$ cat src/rtl/fetch_unit.sv
// Instruction-fetch stage: PC, imem address, IF/ID register with stall, redirect flush
// and an optional halt-word stop compiled in with FETCH_HALT_EN.
module fetch_unit #(
    parameter logic [15:0] RESET_PC  = 16'h0000,
    parameter logic [15:0] HALT_WORD = 16'hFFFF
) (
    input  logic        clk,
    input  logic        reset,
    input  logic        stall,
    input  logic        redirect_valid,
    input  logic [15:0] redirect_target,
    input  logic [15:0] imem_data,
    output logic [15:0] imem_addr,
    output logic [15:0] ir,
    output logic [15:0] ir_pc,
    output logic        ir_valid,
    output logic        halted,
    output logic [15:0] fetch_count
);

`ifdef FETCH_HALT_EN
    localparam bit HaltEn = 1'b1;
`else
    localparam bit HaltEn = 1'b0;
`endif

    typedef enum logic {
        ST_FETCH  = 1'b0,
        ST_HALTED = 1'b1
    } state_e;

    state_e      state_q, state_d;
    logic [15:0] pc_q, pc_d;
    logic [15:0] ir_q, ir_d;
    logic [15:0] ir_pc_q, ir_pc_d;
    logic        ir_valid_q, ir_valid_d;
    logic        halted_q, halted_d;
    logic [15:0] fetch_count_q, fetch_count_d;

    // Next-state: redirect beats halt hold, which beats stall, which beats capture.
    always_comb begin
        state_d       = state_q;
        pc_d          = pc_q;
        ir_d          = ir_q;
        ir_pc_d       = ir_pc_q;
        ir_valid_d    = ir_valid_q;
        halted_d      = halted_q;
        fetch_count_d = fetch_count_q;

        if (redirect_valid) begin
            pc_d       = redirect_target & 16'hFFFE;
            ir_valid_d = 1'b0;
            state_d    = ST_FETCH;
            halted_d   = 1'b0;
        end else if (state_q == ST_HALTED) begin
            ir_valid_d = 1'b0;
        end else if (!stall) begin
            ir_d          = imem_data;
            ir_pc_d       = pc_q;
            ir_valid_d    = 1'b1;
            fetch_count_d = fetch_count_q + 16'd1;
            // A halt word is still delivered, but the PC parks on it.
            if (HaltEn && (imem_data == HALT_WORD)) begin
                state_d  = ST_HALTED;
                halted_d = 1'b1;
            end else begin
                pc_d = pc_q + 16'd2;
            end
        end
    end

    always_ff @(posedge clk) begin
        if (reset) begin
            state_q       <= ST_FETCH;
            pc_q          <= RESET_PC;
            ir_q          <= 16'h0000;
            ir_pc_q       <= 16'h0000;
            ir_valid_q    <= 1'b0;
            halted_q      <= 1'b0;
            fetch_count_q <= 16'h0000;
        end else begin
            state_q       <= state_d;
            pc_q          <= pc_d;
            ir_q          <= ir_d;
            ir_pc_q       <= ir_pc_d;
            ir_valid_q    <= ir_valid_d;
            halted_q      <= halted_d;
            fetch_count_q <= fetch_count_d;
        end
    end

    assign imem_addr   = pc_q;
    assign ir          = ir_q;
    assign ir_pc       = ir_pc_q;
    assign ir_valid    = ir_valid_q;
    assign halted      = HaltEn & halted_q;
    assign fetch_count = fetch_count_q;

endmodule

$ cat config.mk
export PLATFORM = sky130hd
export DESIGN_NAME = fetch_unit
export DESIGN_NICKNAME = d
export VERILOG_FILES = /design/src/rtl/fetch_unit.sv
export SDC_FILE = /design/constraint.sdc
export NUM_CORES = 1
export LEC_CHECK = 0
export ABC_AREA = 1
export CAP_MARGIN = 10
export CORE_AREA = 5 5 84 86
export CTS_BUF_LIST = sky130_fd_sc_hd__clkbuf_16
export DETAILED_ROUTE_END_ITERATION = 6
export DIE_AREA = 0 0 89 91
export HOLD_SLACK_MARGIN = 0.08
export PLACE_DENSITY = 0.87
export SYNTH_ARGS = -nofsm -noshare
export SYNTH_HDL_FRONTEND = slang
export SYNTH_SLANG_ARGS = --single-unit
$ cat constraint.sdc
create_clock -name clk -period 2.6 [get_ports clk]
set_input_delay 0.52 -clock clk [delete_from_list [all_inputs] [get_ports clk]]
set_output_delay 0.52 -clock clk [all_outputs]
set_load 0.1 [all_outputs]
# Word-level counts from Yosys, hierarchy flattened
# Index checks and enable logic that the tools add are counted.
# totals
register_bits	65
in_bits	36
# classes
addsub	2
n_eq_ne	1
mux	2
bitwise	2
n_reduce_logical	2
# op_table
op	count
$mux 16	2
$add 16x1->16 const B	1
$add 16x2->16 const B	1
$ne 2x1->1 const B	1
$not 1->1	2
$reduce_and 2->1	1
$reduce_or 2->1	1

# Longest topological paths before layout
# logic_depth
word_depth	3
depth_mapped	10

# Least setup slack after synthesis
# No wires, ideal clock.
# synth_path
path_type	register -> register
startpoint	register pc_q[2] (netlist: imem_addr[2])
endpoint	register pc_q[9] (netlist: imem_addr[9])
setup_time_ps	116
arrival_ps	2020
t_required_ps	2484
path_slack_ps	464
path_stages_with_launch	9
path_buffers	0
period_less_slack_ps	2136
path_cell_list	dfxtp_1 -> ha_1 -> nand2_1 -> nor2_2 -> nand2_1 -> nand3_1 -> nand3_1 -> o21ai_0 -> inv_1
# synth_via
elab_chain_len	3
# synth_lines
item	line	rtl
start: declaration	33	logic [15:0] pc_q, pc_d;
start signal: assignment	83	pc_q <= pc_d;
$add 16x2->16	67	pc_d = pc_q + 16'd2;
$mux 16	57	end else if (!stall) begin
$mux 16	50	if (redirect_valid) begin
# No other way between the ends. The select of a mux whose other input is x is not followed.
# A chain may end at the register's enable or synchronous reset.

# Final worst setup path
# layout_path
startpoint	input stall
endpoint	register fetch_count_q[14] (netlist: fetch_count[14])
# layout_via
elab_chain_len	2
# layout_lines
item	line	rtl
start: declaration	9	input logic stall,
$not 1->1 (no source line)	n/a	
$reduce_and 2->1 (no source line)	n/a	
end signal: assignment	88	fetch_count_q <= fetch_count_d;
end: declaration	38	logic [15:0] fetch_count_q, fetch_count_d;
# No other way between the ends.

==> impl_metrics.toml <==
[run_status]
status = "finished, final reports clean"

[synthesis]
ys_seq_area_frac = 0.436
yosysWarnings = 0
syn_area_um2 = 2890
syn_avg_cell_area_um2 = 6.71
synth_cell_type_count = 24
yosys_register_bits = 63
netlist_instances = 431

[global_route]
grt_overflow_total = 0
grt.total_usage = 0.201
grt_start_max_net_pins = 33
grt_pass1_wl_mm = 13.1
grt_pass1_vias = 2984
antenna_found_initial = 0

[worst_setup_path]
crit_path_max_incr_delay_ns = 0.52
cp_max_fo = 22
crit_slowest_cell = "clkdlybuf4s50_1"
startpoint_type = "primary input"
r2r_end = "imem_addr[11]$_SDFFE_PP0P_"
critical_path.top_delay_family = "simple AND/OR/NAND/NOR gates"
crit_buf_inv = 2
cp.arrival_ns = 2.20
r2r_cells = 9
r2r_slack_ns = 1.06
crit_path_cell_trace = "clkdlybuf4s50_1 > nor2_4 > inv_2 > nor2_2 > nand3_1 > nor2_2 > nand2_1 > nand2_1 > nor2_1"
path_class = "primary input to register"
endpoint_kind = "register"
crit_required_ns = 2.81
rr_startpoint = "imem_addr[1]$_SDFFE_PP0P_"

[finish]
layout_common_cells = "nor2_1 (95), nand2_1 (89), buf_4 (71)"
area_delta_synth_final_pct = 39.5
nNetsFinal = 567
final_common_cell = "nor2_1"
n_antenna_cell = 0
layout-drive-gt1-share = 0.169

[floorplanning]
die_area_um2 = 8100
core_um2 = 6200
die_h_um = 91
die_x_um = 89
start_util = 0.466
boundaryPins = 102
rows = 29

[clocking]
hold_buffers = 0
root_buffer = "clkbuf_16"
post_cts_buffers = 0
numCtsBuffers = 9
cts_tree = "built"
htree_levels = 3
clock_path_buffers = 2
post_cts_resize_count = 0
clkSinkCount = 63
clkSlewWorstSetupHoldPaths_ns = 0.06
clock_latency_ns = 0.32

[routing]
drcViolationCount = 0
drt_wl_total_mm = 8.06
dr_total_vias = 3070
drt_iter0_markers = 112
antenna_left = 0
routedWlPerCell_um = 13.2
drt_pass1_iterations = 4
vias_per_cell = 5.03

[flow_run]
maxCapViolCount = 0

[sta]
timing.setup.tns_ns = 0
hold_viol = 0
min_period_over_period = 0.767
max_freq_mhz = 501
rsz0062_at_grt = "no"
skew_ns = 0.00620
finalCriticalPeriod_ns = 2.00
slew_viol_final = 0
finalSetupViolations = 0
hold_slack_ns = 0.493

[power_and_ir_drop]
vdd_drop_max_uv = 516
p_per_area_nw_per_um2 = 696
total_power_mw = 2.81
p_leak_nw = 1.88

[min_path]
hold_end = "ir_pc[14]$_SDFFE_PP0P_"
min_from = "ir_pc[14]$_SDFFE_PP0P_"
worstHoldPathType = "register to register"
whs_path_depth = 2

[placement]
place.gp.congestion = 0.838
portBuffers = 97
place_hpwl_mm = 5.88
-- stage by stage --
step | std cells | cell area [µm²] | utilization | worst slack, ns
2_1_floorplan | 433 | 2900 | - | 0.464
3_3_place_gp | 595 | 3760 | 0.606 | 0.307
3_5_place_dp | 595 | 3760 | 0.606 | 0.278
4_1_cts | 610 | 4040 | 0.651 | 0.602
5_1_grt | 610 | 4040 | 0.651 | 0.451
6_report | 610 | 4040 | 0.651 | 0.605
-- worst max-delay path by stage --
stage,endpoint,start,slack [ns],cells after the start
6_report,fetch_count[14]$_SDFFE_PP0P_,stall,0.60,9
5_1_grt,fetch_count[9]$_SDFFE_PP0P_,stall,0.45,7
4_1_cts,fetch_count[14]$_SDFFE_PP0P_,stall,0.60,9
3_5_place_dp,fetch_count[14]$_SDFFE_PP0P_,stall,0.28,9
3_3_place_gp,fetch_count[14]$_SDFFE_PP0P_,stall,0.31,9
2_1_floorplan,imem_addr[9]$_SDFFE_PP0P_,imem_addr[2]$_SDFFE_PP0P_,0.46,8
-- tightest hold or removal path, stage by stage, from the launching register on --
cell     delay (ns)
dfxtp_1        0.31
nor2_1         0.09
nor3_1         0.05
-- cell families (layout without fill, tap and decap cells) --
kind of cell / count (synthesis) / after routing / share of synthesized area
other: 1 / 3 / 0.00130
AOI/OAI and AO/OA: 67 / 67 / 0.121
buffers and inverters: 68 / 168 / 0.101
DFF: 63 / 63 / 0.436
and+or+nand+nor: 230 / 230 / 0.332
adders and majority gates: 2 / 2 / 0.00865
-- final cells by class --
| type | instances | area, µm² |
|---|---|---|
| multi-input combinational | 302 | 1350 |
| inverter | 48 | 180 |
| timing repair buffer | 105 | 873 |
| clock buffer | 9 | 225 |
| clock inverter | 6 | 53.8 |
| fill | 556 | 2170 |
| sequential | 63 | 1260 |
| tap | 77 | 96.3 |
-- layer usage --
| layer | vias to the layer above | wire, µm | track usage |
|---|---|---|---|
| met2 | 103 | 3960 | 0.335 |
| li1 | 1554 | - | - |
| met5 | - | 0 | 0 |
| met4 | 0 | 136 | 0.0881 |
| met1 | 1396 | 3310 | 0.243 |
| met3 | 17 | 656 | 0.0452 |
-- synth_stat cells --
master,number,share of area
inv_1,47,0.061
nor3_1,6,0.010
buf_2,3,0.0052
buf_6,2,0.0078
nor2_4,3,0.012
o21a_1,1,0.0026
and3_1,1,0.0022
a21oi_1,14,0.024
nor2_1,95,0.12
dfxtp_1,63,0.44
nor2_2,3,0.0065
conb_1,1,0.0013
clkbuf_1,9,0.012
nand3b_1,2,0.0052
nand4_1,10,0.022
inv_2,1,0.0013
o21ai_0,46,0.080
nand2_1,89,0.12
ha_1,2,0.0086
o211ai_1,3,0.0078
buf_4,5,0.013
nand3_1,21,0.036
a31oi_1,3,0.0065
buf_1,1,0.0013
-- sequential cells by signal (all words and copies together), names as in the netlist --
signal	flops
imem_addr	15
ir_pc	15
fetch_count	16
ir	16
ir_valid	1
-- report_power, final --
part           switching [mW]  internal, mW
registers              0.0391          1.01
logic                   0.482         0.150
clock network           0.403         0.723
No activity file was read; power rests on OpenSTA's default activity.
